$ cat config.mk
export PLATFORM = sky130hd
export DESIGN_NAME = psec6_readout_shifter_flat
export DESIGN_NICKNAME = d
export VERILOG_FILES = /design/src/rtl/psec6_readout_shifter_if.sv /design/src/rtl/psec6_readout_shifter.sv /design/src/flat_wrapper.sv
export SDC_FILE = /design/constraint.sdc
export NUM_CORES = 1
export LEC_CHECK = 0
export ABC_AREA = 1
export BUFFER_PORTS_ARGS = -buffer_cell sky130_fd_sc_hd__buf_2
export CELL_PAD_IN_SITES_DETAIL_PLACEMENT = 2
export CELL_PAD_IN_SITES_GLOBAL_PLACEMENT = 2
export CORE_ASPECT_RATIO = 1.2
export CORE_UTILIZATION = 29
export DETAILED_ROUTE_END_ITERATION = 6
export PLACE_DENSITY = 0.87
export REMOVE_ABC_BUFFERS = 1
export SLEW_MARGIN = 5
export SYNTH_ARGS = -nofsm -noshare
export SYNTH_HDL_FRONTEND = slang
export SYNTH_SLANG_ARGS = --single-unit
$ cat constraint.sdc
create_clock -name spi_clk -period 2.3 [get_ports spi_clk]
set_clock_uncertainty 0.2 [all_clocks]
set_input_delay 0.345 -clock spi_clk [delete_from_list [all_inputs] [get_ports spi_clk]]
set_output_delay 0.345 -clock spi_clk [all_outputs]
set_load 0.005 [all_outputs]
$ cat src/rtl/psec6_readout_shifter_if.sv
// Bundle for the readout shifter: host-side frame controls, counter bank input
// and the serial readout / status outputs.
interface psec6_readout_shifter_if #(
    parameter int NUM_CH = 8,
    parameter int CNT_W  = 12
);
    logic                      cs;
    logic                      inst_readout;
    logic [2:0]                select_reg;
    logic [NUM_CH*CNT_W-1:0]   ch_data;
    logic                      poci_readout;
    logic                      readout_busy;
    logic                      readout_done;
    logic                      overrun;

    modport master (
        output cs, inst_readout, select_reg, ch_data,
        input  poci_readout, readout_busy, readout_done, overrun
    );

    modport slave (
        input  cs, inst_readout, select_reg, ch_data,
        output poci_readout, readout_busy, readout_done, overrun
    );
endinterface

$ cat src/rtl/psec6_readout_shifter.sv
// Snapshots the channel counter bank on a readout instruction and shifts it out
// MSB-first behind a 4-bit header. Optional per-word parity: READOUT_PARITY_EN.
module psec6_readout_shifter #(
    parameter int NUM_CH = 8,
    parameter int CNT_W  = 12
) (
    input  logic                     spi_clk,
    input  logic                     rstn,
    psec6_readout_shifter_if.slave   bus
);
    localparam int CH_W   = (NUM_CH > 1) ? $clog2(NUM_CH) : 1;
    localparam int DATA_W = NUM_CH * CNT_W;
`ifdef READOUT_PARITY_EN
    localparam int BIT_W    = $clog2(CNT_W + 1);
    localparam int LAST_BIT = CNT_W;
`else
    localparam int BIT_W    = (CNT_W > 1) ? $clog2(CNT_W) : 1;
    localparam int LAST_BIT = CNT_W - 1;
`endif
    localparam logic [CH_W-1:0]  LAST_CH_V  = CH_W'(NUM_CH - 1);
    localparam logic [BIT_W-1:0] LAST_BIT_V = BIT_W'(LAST_BIT);

    typedef enum logic [1:0] {ST_IDLE, ST_LOAD, ST_SHIFT, ST_DONE} state_t;

    state_t              state_q, state_d;
    logic                sync1_q, sync1_d;
    logic                sync2_q, sync2_d;
    logic                sync3_q, sync3_d;
    logic [DATA_W-1:0]   data_q, data_d;
    logic [3:0]          hdr_q, hdr_d;
    logic [1:0]          hdr_cnt_q, hdr_cnt_d;
    logic [BIT_W-1:0]    bit_cnt_q, bit_cnt_d;
    logic [CH_W-1:0]     ch_cnt_q, ch_cnt_d;
    logic                hdr_phase_q, hdr_phase_d;
    logic                poci_q, poci_d;
    logic                overrun_q, overrun_d;

    logic                req;
    logic                last_bit;
    logic                nxt_hdr_phase;
    logic [1:0]          nxt_hdr_cnt;
    logic [BIT_W-1:0]    nxt_bit;
    logic [CH_W-1:0]     nxt_ch;
    logic [CNT_W-1:0]    nxt_word;
    logic                nxt_data_bit;
    logic                nxt_poci;

    logic [CNT_W-1:0]    word_arr [NUM_CH];

    genvar gi;
    generate
        for (gi = 0; gi < NUM_CH; gi++) begin : g_word
            assign word_arr[gi] = data_q[gi*CNT_W +: CNT_W];
        end
    endgenerate

`ifdef READOUT_PARITY_EN
    logic                word_par [NUM_CH];
    generate
        for (gi = 0; gi < NUM_CH; gi++) begin : g_par
            assign word_par[gi] = ^word_arr[gi];
        end
    endgenerate
`endif

    assign req = sync2_q & ~sync3_q;

    // Counters always describe the bit currently on poci; this works out the
    // position (and value) of the bit that the next advancing edge will show.
    always_comb begin
        nxt_hdr_phase = hdr_phase_q;
        nxt_hdr_cnt   = hdr_cnt_q;
        nxt_bit       = bit_cnt_q;
        nxt_ch        = ch_cnt_q;
        last_bit      = !hdr_phase_q && (ch_cnt_q == LAST_CH_V) && (bit_cnt_q == LAST_BIT_V);
        if (hdr_phase_q) begin
            if (hdr_cnt_q == 2'd3) begin
                nxt_hdr_phase = 1'b0;
                nxt_bit       = '0;
                nxt_ch        = '0;
            end else begin
                nxt_hdr_cnt = hdr_cnt_q + 2'd1;
            end
        end else if (bit_cnt_q == LAST_BIT_V) begin
            nxt_bit = '0;
            nxt_ch  = ch_cnt_q + 1'b1;
        end else begin
            nxt_bit = bit_cnt_q + 1'b1;
        end

        nxt_word     = word_arr[nxt_ch];
        nxt_data_bit = 1'b0;
        for (int j = 0; j < CNT_W; j++) begin
            if (nxt_bit == BIT_W'(CNT_W - 1 - j)) nxt_data_bit = nxt_word[j];
        end
`ifdef READOUT_PARITY_EN
        if (nxt_bit == BIT_W'(CNT_W)) nxt_data_bit = word_par[nxt_ch];
`endif
        nxt_poci = nxt_hdr_phase ? hdr_q[~nxt_hdr_cnt] : nxt_data_bit;
    end

    always_comb begin
        state_d     = state_q;
        sync1_d     = bus.inst_readout;
        sync2_d     = sync1_q;
        sync3_d     = sync2_q;
        data_d      = data_q;
        hdr_d       = hdr_q;
        hdr_cnt_d   = hdr_cnt_q;
        bit_cnt_d   = bit_cnt_q;
        ch_cnt_d    = ch_cnt_q;
        hdr_phase_d = hdr_phase_q;
        poci_d      = poci_q;
        overrun_d   = overrun_q;

        case (state_q)
            ST_IDLE: begin
                poci_d = 1'b0;
                if (req) state_d = ST_LOAD;
            end
            ST_LOAD: begin
                data_d      = bus.ch_data;
                hdr_d       = {1'b1, bus.select_reg};
                hdr_cnt_d   = '0;
                bit_cnt_d   = '0;
                ch_cnt_d    = '0;
                hdr_phase_d = 1'b1;
                // Header MSB is always 1, so bit 0 is ready as SHIFT begins.
                poci_d      = 1'b1;
                overrun_d   = req;
                state_d     = ST_SHIFT;
            end
            ST_SHIFT: begin
                if (req) overrun_d = 1'b1;
                if (!bus.cs) begin
                    if (last_bit) begin
                        poci_d  = 1'b0;
                        state_d = ST_DONE;
                    end else begin
                        hdr_phase_d = nxt_hdr_phase;
                        hdr_cnt_d   = nxt_hdr_cnt;
                        bit_cnt_d   = nxt_bit;
                        ch_cnt_d    = nxt_ch;
                        poci_d      = nxt_poci;
                    end
                end
            end
            ST_DONE: begin
                if (req) overrun_d = 1'b1;
                poci_d  = 1'b0;
                state_d = ST_IDLE;
            end
            default: begin
                poci_d  = 1'b0;
                state_d = ST_IDLE;
            end
        endcase
    end

    always_ff @(posedge spi_clk or negedge rstn) begin
        if (!rstn) begin
            state_q     <= ST_IDLE;
            sync1_q     <= 1'b0;
            sync2_q     <= 1'b0;
            sync3_q     <= 1'b0;
            data_q      <= '0;
            hdr_q       <= '0;
            hdr_cnt_q   <= '0;
            bit_cnt_q   <= '0;
            ch_cnt_q    <= '0;
            hdr_phase_q <= 1'b0;
            poci_q      <= 1'b0;
            overrun_q   <= 1'b0;
        end else begin
            state_q     <= state_d;
            sync1_q     <= sync1_d;
            sync2_q     <= sync2_d;
            sync3_q     <= sync3_d;
            data_q      <= data_d;
            hdr_q       <= hdr_d;
            hdr_cnt_q   <= hdr_cnt_d;
            bit_cnt_q   <= bit_cnt_d;
            ch_cnt_q    <= ch_cnt_d;
            hdr_phase_q <= hdr_phase_d;
            poci_q      <= poci_d;
            overrun_q   <= overrun_d;
        end
    end

    assign bus.poci_readout = poci_q;
    assign bus.readout_busy = (state_q == ST_LOAD) || (state_q == ST_SHIFT);
    assign bus.readout_done = (state_q == ST_DONE);
    assign bus.overrun      = overrun_q;
endmodule

$ cat src/flat_wrapper.sv
// flat-port wrapper written by rule: the top's interface ports become plain ports
module psec6_readout_shifter_flat 
#(
    parameter int NUM_CH = 8,
    parameter int CNT_W  = 12
)
  (spi_clk, rstn, bus_cs, bus_inst_readout, bus_select_reg, bus_ch_data, bus_poci_readout, bus_readout_busy, bus_readout_done, bus_overrun);
  psec6_readout_shifter_if #(.NUM_CH(NUM_CH), .CNT_W(CNT_W)) bus_i ();
  input  logic spi_clk;
  input  logic rstn;
  input wire logic [$bits(bus_i.cs)-1:0] bus_cs;
  input wire logic [$bits(bus_i.inst_readout)-1:0] bus_inst_readout;
  input wire logic [$bits(bus_i.select_reg)-1:0] bus_select_reg;
  input wire logic [$bits(bus_i.ch_data)-1:0] bus_ch_data;
  output wire logic [$bits(bus_i.poci_readout)-1:0] bus_poci_readout;
  output wire logic [$bits(bus_i.readout_busy)-1:0] bus_readout_busy;
  output wire logic [$bits(bus_i.readout_done)-1:0] bus_readout_done;
  output wire logic [$bits(bus_i.overrun)-1:0] bus_overrun;
  assign bus_i.cs = bus_cs;
  assign bus_i.inst_readout = bus_inst_readout;
  assign bus_i.select_reg = bus_select_reg;
  assign bus_i.ch_data = bus_ch_data;
  assign bus_poci_readout = bus_i.poci_readout;
  assign bus_readout_busy = bus_i.readout_busy;
  assign bus_readout_done = bus_i.readout_done;
  assign bus_overrun = bus_i.overrun;
  psec6_readout_shifter #(.NUM_CH(NUM_CH), .CNT_W(CNT_W)) u_core (.spi_clk(spi_clk), .rstn(rstn), .bus(bus_i));
endmodule
# ---- Word level (Yosys, flattened, before mapping)
# Cells that the tools add are included.
dict set report word_totals {
  reg_bits 117
  in_bits 103
  output_inout_bits 4
  elab_cells 105
}
dict set report op_classes {
  n_addsub 3
  order_cmp 2
  eq_ne 22
  muxes 49
  bitwise_logic 4
  n_reduce_logical 13
}
# op n
set ops {}
lappend ops {{$bmux W12 S3} 1}
lappend ops {{$mux W12} 2}
lappend ops {{$mux W1} 21}
lappend ops {{$eq A4 B4 Y1 const B} 5}
lappend ops {{$mux W4} 5}
lappend ops {{$eq A4 B3 Y1 const B} 4}
lappend ops {{$mux W3} 5}
lappend ops {{$mux W2} 7}
lappend ops {{$eq A4 B2 Y1 const B} 2}
lappend ops {{$pmux W2 S4} 1}
lappend ops {{$pmux W4 S2} 1}
lappend ops {{$eq A2 B2 Y1 const B} 3}
lappend ops {{$ne A2 B1 Y1 const B} 3}
lappend ops {{$pmux W3 S2} 1}
lappend ops {{$reduce_and A3 Y1} 2}
lappend ops {{$add A4 B1 Y4 const B} 1}
lappend ops {{$eq A4 B1 Y1 const B} 1}
lappend ops {{$ge A4 B4 Y1 const B} 1}
lappend ops {{$logic_not A4 Y1} 1}
lappend ops {{$ne A2 B2 Y1 const B} 2}
lappend ops {{$not A3 Y4} 1}
lappend ops {{$pmux W1 S2} 2}
lappend ops {{$pmux W2 S2} 1}
lappend ops {{$reduce_bool A2 Y1} 2}
lappend ops {{16 further kinds} 18}

# ---- Longest topological paths before layout
# Gate-level depths: netlist (run 1).
dict set report logic_depth {
  depth_word 23
  depth_mapped 21
  mapped_depth_nobuf 20
}

# ---- Worst setup path after synthesis (run 1)
# Ideal clock, no wire load.
dict set report synth_timing {
  path_type {flip-flop to flip-flop}
  startpoint {reg u_core.bit_cnt_q[0]}
  endpoint {reg u_core.poci_q, in the netlist u_core.bus.poci_readout}
  setup_ns 0.116
  t_arrival_ns 1.993
  required_ns 1.984
  setup_slack_ns -0.010
  path_stages_with_launch 19
  n_path_buf 2
  period_less_slack_ns 2.310
  cell_sequence {dfrtp_1 ha_1 nand2_1 nor2_4 nand2_2 nand2_4 nand2_4 buf_6 buf_4 o211ai_1 nand3_1 nand3_1 nand4_1 nand2_1 nand4_1 nand2_1 nand2_1 nand2_1 nand2_1}
}
dict set report synth_via {
  elab_chain_cells 23
  elab_cells_between_ends 40
  classes_between {add/sub: 1; eq/ne: 12; mux: 24; bitwise: 1; reduce/logical: 2}
}
# element line
set synth_rtl {}
lappend synth_rtl {{start: declaration} psec6_readout_shifter.sv:32} ;# logic [BIT_W-1:0] bit_cnt_q, bit_cnt_d;
lappend synth_rtl {{start signal: assignment} psec6_readout_shifter.sv:182} ;# bit_cnt_q <= bit_cnt_d;
lappend synth_rtl {{$eq A4 B4 Y1} {psec6_readout_shifter.sv:75, psec6_readout_shifter.sv:84}}
lappend synth_rtl {{$mux W3} psec6_readout_shifter.sv:84} ;# end else if (bit_cnt_q == LAST_BIT_V) begin
lappend synth_rtl {{$mux W3} psec6_readout_shifter.sv:76} ;# if (hdr_phase_q) begin
lappend synth_rtl {{$not A3 Y4 (implied by the code)} psec6_readout_shifter.sv:91} ;# nxt_word = word_arr[nxt_ch];
lappend synth_rtl {{$bmux W12 S3} psec6_readout_shifter.sv:91}
lappend synth_rtl {{$mux W12 (implied by the code) (2 in series)} psec6_readout_shifter.sv:91}
lappend synth_rtl {{$mux W1 (12 in series)} psec6_readout_shifter.sv:94} ;# if (nxt_bit == BIT_W'(CNT_W - 1 - j)) nxt_data_bit = nxt_word[j];
lappend synth_rtl {{$mux W1} psec6_readout_shifter.sv:99} ;# nxt_poci = nxt_hdr_phase ? hdr_q[~nxt_hdr_cnt] : nxt_data_bit;
lappend synth_rtl {{$mux W1 (*)} psec6_readout_shifter.sv:136} ;# if (last_bit) begin
lappend synth_rtl {{$mux W1 (*)} psec6_readout_shifter.sv:135} ;# if (!bus.cs) begin
lappend synth_rtl {{$pmux W1 S3 (*)} psec6_readout_shifter.sv:116} ;# case (state_q)
lappend synth_rtl {{end signal: assignment} psec6_readout_shifter.sv:185} ;# poci_q <= poci_d;
lappend synth_rtl {{end: declaration} psec6_readout_shifter.sv:35} ;# logic poci_q, poci_d;
# Mark *: on every way between the ends. The rest lies on a longest branch, timed or not. The select of a mux whose other input is x is not followed.
# A chain may end at the register's enable or synchronous reset.

# ---- Worst setup path in the final report (run 1)
# Ends and elaborated chain as after synthesis.

==> out/qor.csv, run 1 <==
metric,value,unit
Worst IR Drop VDD,0.000513,V
register area share after synthesis,50.4,%
die width,131,um
largest family of logic cells by synthesized area,simple AND/OR/NAND/NOR gates,
layout cells sized above 1,24.7,%
GRT Util Overall,30.3,%
max_cap viols,0,
cell family with most CP delay,simple AND/OR/NAND/NOR gates,
Max clock buf depth,2,
Avg Inst Size Synth,7.65,sq um
Initial Utilization,29.6,%
first-pass GRT wire length,46.6,mm
Worst Tran Pin Value,0.595,ns
Critical path buffers and inverters,1,
synthesized cell area,5810,sq um
# setup viols final,1,
core area,19600,sq um
CP max FO,15,
Synth Area in Simple Gates,27.1,%
fraction of the cycle the final worst path needs,129,%
DRC,0,
Post-Route Setup TNS,-0.668,ns
"Hold Vio Cnt, Final",0,
post-detail-place hpwl,15.0,mm
Post-synth EDFFs,0,
clk_lat worst skew,0.44,ns
unrepaired setup endpoints after global routing,true,
Yosys warnings,0,
CTS buffer count,17,
Worst EP required,2.47,ns
Final GP Congestion,0.858,
mux cell area share after synthesis,0,%
WP data arrival,3.14,ns
Cell variety after synth,30,
vias in the first global route,7758,
cell count after synthesis,760,
Post-Synth Adder-Cell Area,1.51,%
fin util,45.3,%
fin nets,1125,
Crit. End Element,flop,
wire per inst,23.8,um
leading register cell type out of synthesis,dfrtp_1,
Pre-antenna DRT Iters,5,
power per cell area,862,nW/um^2
XOR/XNOR Fraction of Synth Area,0.301,%
post-layout min period,2.97,ns
largest net degree at the start of global routing,87,
Worst path most repeated cell,nand2_1,
row count,56,
run status,finished with violations,
vias after detailed routing,6611,
DIE HEIGHT,157,um
"Power, Total",7660,uW
antenna violations before repair,0,
DR iter-0 viols,326,
FMAX,337,MHz
Compound-Gate Fraction of Synth Area,12.1,%
DP Cell Count,1148,
highest cell delay on the worst timing path,0.44,ns
vias per cell,5.13,
failing checks,negative setup slack,
# diodes,0,
gr ovfl total,0,
"FF+latch count, synth",117,
"slowest stage cell, crit path",dfrtp_1,
Clock Pin Slew Worst Setup and Hold Paths,0.06,ns
Pins Over Slew Limit,0,
leak pwr,0.00437,uW
Final WS setup,-0.668,ns
worst-path cell chain,"ha_4, nand2_4, nor2_4, nand2_1, nand2_1, nand2_1, nand2_2, buf_4, o211ai_1, nand3_1, nand2_1, nor2_1, nor2_2, nand4_1, nand2_1, nand4_1, nand2_1, nand2_1, nand2_1, nand2_1",
total die area,20600,sq um
Setup CP Type,flop to flop,
remaining antenna violation count,0,
HP Class,input port to flop,
CTS root buf,clkbuf_16,
TritonCTS clock tree,done,
PortBufs,106,
Post-synth ARST share,100,%
WL final,30.7,mm
Ports,107,
htree depth,4,
clk sink count,117,
Critical Path Source Type,flop,
worst rel slew slack,59.9,%
Synth-to-Final Area Change,52.9,%
"non-filler cells, final",1289,
[cells by family (layout without fill, tap and decap cells)]
kind of cell / Yosys count / count (layout)
AO/OA/AOI/OAI: 124 / 124
flip-flops: 117 / 117
buffers and inverters: 119 / 387
AND/OR/NAND/NOR: 391 / 391
adder cells (fa/ha/maj): 7 / 7
XOR/XNOR: 2 / 2
[cell usage after synthesis, types with 5 or more instances]
| master | instances | area, sq um |
|---|---|---|
| a21oi_1 | 13 | 65.1 |
| buf_2 | 10 | 50.1 |
| buf_4 | 5 | 37.5 |
| clkbuf_1 | 22 | 82.6 |
| dfrtp_1 | 117 | 2930 |
| ha_1 | 7 | 87.6 |
| inv_1 | 71 | 267 |
| inv_2 | 7 | 26.3 |
| nand2_1 | 303 | 1140 |
| nand3_1 | 49 | 245 |
| nand4_1 | 5 | 31.3 |
| nor2_1 | 26 | 97.6 |
| o211ai_1 | 15 | 113 |
| o21ai_0 | 76 | 380 |
| o22ai_1 | 10 | 62.6 |
[cells in the final DEF (no fill, tap or decap), types with 3 or more instances in the layout]
cell type | synthesis | layout
a21oi_1 | 13 | 13
o21ai_0 | 76 | 70
nand3_2 | 1 | 9
nand2_2 | 2 | 8
buf_12 | 0 | 9
clkinv_2 | 0 | 5
clkbuf_16 | 0 | 17
nand3_1 | 49 | 40
dlygate4sd3_1 | 0 | 98
o211ai_1 | 15 | 15
buf_4 | 5 | 58
buf_2 | 10 | 105
nand2_4 | 2 | 3
inv_1 | 71 | 70
dfrtp_1 | 117 | 117
ha_1 | 7 | 5
buf_6 | 3 | 6
nand2_1 | 303 | 295
nand4_1 | 5 | 5
o21ai_1 | 3 | 8
inv_2 | 7 | 9
o22ai_2 | 0 | 5
nor2_1 | 26 | 24
clkbuf_8 | 0 | 4
o22ai_1 | 10 | 5
[flip-flops by register name, summed over array words and instances (netlist names), 2 cells and up]
register / flops
u_core.data_q: 96
u_core.state_q: 2
u_core.hdr_cnt_q: 2
u_core.ch_cnt_q: 3
u_core.bit_cnt_q: 4
u_core.hdr_q: 4
[tightest hold or removal path, delay by kind of cell]
family	cells	cell delay, ns
buffers and inverters	1	0.08
and+or+nand+nor	2	0.18
[timing repair]
action                                  in CTS  in global routing
endpoints found under the setup margin      11                 11
pin swaps                                   10                 10
resized for setup                           28                 24
endpoints found under the hold margin      122                  0
gates cloned                                 0                  0
setup buffers                               10                  1
hold buffers                                98                  0
[per-stage QoR]
stage	area (sq um)	hold WS, ns	setup WS (ns)
floorplan	5610	-0.151	-2.93
global placement	7040	0.0803	-0.151
detailed placement	7040	0.0892	-0.451
CTS	8780	0.0113	-0.432
global route	8890	0.0272	-0.737
finish	8890	0.00524	-0.668
[cell type report]
class / instances / area (sq um)
fillers: 2177 / 10700
flip-flops and latches: 117 / 2930
multi-input cells: 524 / 2560
repair buffers: 276 / 2190
clock buffers: 23 / 488
well taps: 261 / 327
inverters: 79 / 297
clock inverters: 9 / 100
[final timing paths]
path,start,slack [ns],cells after the start,end
worst max-delay path,u_core.bit_cnt_q[0]$_DFFE_PN0P_,-0.67,20,u_core.bus.poci_readout$_DFFE_PN0P_
worst min-delay path,bus_ch_data[86],0.005,3,u_core.data_q[86]$_DFFE_PN0N_
worst max register to register,u_core.bit_cnt_q[0]$_DFFE_PN0P_,-0.67,20,u_core.bus.poci_readout$_DFFE_PN0P_
worst min register to register,u_core.sync1_q$_DFF_PN0_,0.16,0,u_core.sync2_q$_DFF_PN0_
max in group asynchronous,rstn,0.95,3,u_core.data_q[46]$_DFFE_PN0N_
min in group asynchronous,rstn,0.19,2,u_core.data_q[25]$_DFFE_PN0N_
[metal layers]
layer | GRT usage [%] | vias up | share of wire, %
li1 | - | 2921 | -
met1 | 33.6 | 3370 | 39
met2 | 55.6 | 234 | 53
met3 | 5.64 | 86 | 3.9
met4 | 15.1 | 0 | 3.9
met5 | 0 | - | 0
[where the power goes]
group / switching (uW) / total (uW) / internal, uW
clock network: 1080 / 2770 / 1700
logic: 1480 / 2520 / 1030
registers: 160 / 2370 / 2210
total: 2720 / 7660 / 4940
Power figures use the tool's default switching activity.
==> run 2, diff against run 1 <==
- PLACE_DENSITY: 0.87 -> not set
- PLACE_DENSITY_LB_ADDON: not set -> 0.05
==> run 2 against run 1 <==
The run still ends with negative setup slack left. Routed wire length down 31%. Sequential cell count unchanged. Sequential power decreased by 2%. Core utilization shrank 0.74 points. Global-route usage is 8.6 points lower. Hold slack gained 0.15 ns. Via count is 9.5% lower. Sequential share of layout area increased by 0.55 points. Worst setup slack improved by 0.35 ns. Combinational power down 15%. Non-clock buffer count fell by 6. Maximum frequency grew 13%. Critical path type unchanged. Critical endpoint unchanged.
==> out/qor.csv, run 2 (same netlist as run 1, synthesis figures left out) <==
metric,value,unit
run status,finished with violations,
failing checks,negative setup slack,
highest cell delay on the worst timing path,0.39,ns
layout cells sized above 1,22.5,%
row count,56,
Pre-antenna DRT Iters,4,
remaining antenna violation count,0,
reg-to-reg endpoint,u_core.bus.poci_readout$_DFFE_PN0P_,
multi-input combinational cell area,2480,sq um
hold path endpoint,u_core.state_q[1]$_DFFE_PN0P_,
first-pass GRT wire length,34.7,mm
vias in the first global route,6820,
Reg area,2930,sq um
"Design Area, Final",8740,sq um
Post-Route Setup TNS,-0.318,ns
total die area,20600,sq um
sequential power share,33.5,%
htree depth,4,
DP Cell Count,1149,
worst rel slew slack,69.4,%
largest net degree at the start of global routing,75,
"Hold Vio Cnt, Final",0,
# diodes,0,
fin util,44.6,%
DRC,0,
post-layout min period,2.62,ns
vias per cell,4.67,
antenna violations before repair,0,
clock power share,35.8,%
TritonCTS clock tree,done,
Worst IR Drop VDD,0.000587,V
fraction of the cycle the final worst path needs,114,%
Sw Ratio,31.7,%
WP data arrival,2.73,ns
post-detail-place hpwl,13.8,mm
power per cell area,796,nW/um^2
"non-filler cells, final",1281,
Crit. End Element,flop,
die width,131,um
clk sink count,117,
# setup viols final,1,
Comb pwr share,30.7,%
Largest Register,u_core.data_q,
Critical path buffers and inverters,1,
placed cell areas,7100,sq um
Int Power,4760,uW
Final GP Congestion,0.814,
Max clock buf depth,2,
Switch Pwr,2200,uW
"slowest stage cell, crit path",dfrtp_1,
FMAX,382,MHz
Initial Utilization,29.6,%
Filler cells,2216,
Ports,107,
Critical Path Source Type,flop,
Worst Tran Pin Value,0.459,ns
leak pwr,0.00429,uW
Worst path most repeated cell,nand2_1,
Largest regs,"u_core.data_q: 96 flops, u_core.bit_cnt_q: 4 flops, u_core.hdr_q: 4 flops",
GRT Util Overall,21.7,%
max_cap viols,0,
"commonest non-fill, non-tap cell in the layout",nand2_1,
CTS buffer count,17,
clk_lat worst skew,0.42,ns
hold path start,bus_cs,
DIE HEIGHT,157,um
Pins Over Slew Limit,0,
reg2reg path depth,19,
Clock Pin Slew Worst Setup and Hold Paths,0.06,ns
fin nets,1119,
unrepaired setup endpoints after global routing,true,
Reg2Reg Launch Point,u_core.bit_cnt_q[1]$_DFFE_PN0P_,
most frequent cells in the layout,"nand2_1 (297), dfrtp_1 (117), buf_2 (105)",
CP max FO,13,
DR iter-0 viols,198,
Worst EP required,2.41,ns
PortBufs,106,
wire per inst,16.5,um
Setup CP Type,flop to flop,
cell family with most CP delay,simple AND/OR/NAND/NOR gates,
vias after detailed routing,5982,
HP Class,input port to flop,
worst-path cell chain,"ha_4, nand2_2, nor2_4, nand3_2, buf_4, nand3_1, nand3_2, nand3_2, nand2_2, nand2_2, nand3_2, nor2_1, nand4_1, nand2_1, nand4_1, nand2_1, nand2_1, nand2_1, nand2_1",
WHS Path Cells,4,
number of flip-flops in the largest register,96,
Final WS setup,-0.318,ns
FF-to-FF setup slack,-0.32,ns
CTS root buf,clkbuf_16,
WL final,21.1,mm
core area,19600,sq um
gr ovfl total,0,
Synth-to-Final Area Change,50.4,%
## run 2: cell types whose count changed in the layout (fill, tap and decap cells not counted), moves of 4 or more
cell	before	now
nand3_1	40	44
buf_6	6	0
o22ai_2	5	0
o22ai_1	5	10
buf_4	58	51
o21ai_0	70	75
o21ai_1	8	3
## run 2: per-layer routing
metal  part of all wire (%)  global-route usage (%)  up-vias
met3                    2.1                    3.45       19
met2                     56                    42.7       68
met5                      0                       0        -
met1                     41                    23.8     2993
li1                       -                       -     2902
met4                   0.97                    5.83        0
## run 2: timing repair
action                                  in CTS  in global routing
buffers inserted                             0                  1
endpoints found under the setup margin       9                  9
hold endpoints to repair                   129                  0
pin swaps                                    4                  3
hold buffers                               101                  0
gates resized for setup                     17                  5
## run 2: layout make-up
| class | count | area share [%] |
|---|---|---|
| flip-flops and latches | 117 | 33.5 |
| multi-input cells | 524 | 28.3 |
| repair buffers | 270 | 24.9 |
| clock buffers | 21 | 5.27 |
| well taps | 261 | 3.73 |
| inverters | 79 | 3.39 |
| clock inverters | 9 | 0.930 |
## run 2: worst max path at each step
stage | from | to | slack (ns) | depth (start not counted)
after floorplan | u_core.state_q[1]$_DFFE_PN0P_ | u_core.hdr_phase_q$_DFFE_PN0P_ | -2.93 | 5
after global placement | u_core.bit_cnt_q[0]$_DFFE_PN0P_ | u_core.bus.poci_readout$_DFFE_PN0P_ | -0.34 | 20
after detailed placement | u_core.bit_cnt_q[0]$_DFFE_PN0P_ | u_core.bus.poci_readout$_DFFE_PN0P_ | -0.40 | 20
after CTS | u_core.bit_cnt_q[1]$_DFFE_PN0P_ | u_core.bus.poci_readout$_DFFE_PN0P_ | -0.34 | 21
after global routing | u_core.bit_cnt_q[1]$_DFFE_PN0P_ | u_core.bus.poci_readout$_DFFE_PN0P_ | -0.54 | 21
final | u_core.bit_cnt_q[1]$_DFFE_PN0P_ | u_core.bus.poci_readout$_DFFE_PN0P_ | -0.32 | 19
## run 2: through the flow
step / hold slack (ns) / worst slack [ns] / power, uW
after detailed placement: 0.125 / -0.401 / 4300
after global placement: 0.116 / -0.336 / 4220
after CTS: 0.118 / -0.335 / 7000
after global routing: 0.170 / -0.536 / 7350
final: 0.152 / -0.318 / 6960
after floorplan: -0.151 / -2.93 / 3200
## run 2: power by group through the flow
stage                     Clock, uW  Sequential, uW  Combinational [uW]
final                          2490            2330                2140
after global routing           2620            2350                2380
after CTS                      2540            2320                2140
after detailed placement          0            2350                1950
after global placement            0            2340                1880
after floorplan                   0            2330                 865
## run 2: worst register-to-register path, stage by stage, from the launching register on
cell and delay [ns]:
dfrtp_1 0.39, ha_4 0.16, nand2_2 0.08, nor2_4 0.15, nand3_2 0.16, buf_4 0.23, nand3_1 0.12, nand3_2 0.10
nand3_2 0.10, nand2_2 0.06, nand2_2 0.06, nand3_2 0.09, nor2_1 0.10, nand4_1 0.08, nand2_1 0.08, nand4_1 0.08
nand2_1 0.10, nand2_1 0.07, nand2_1 0.06, nand2_1 0.04
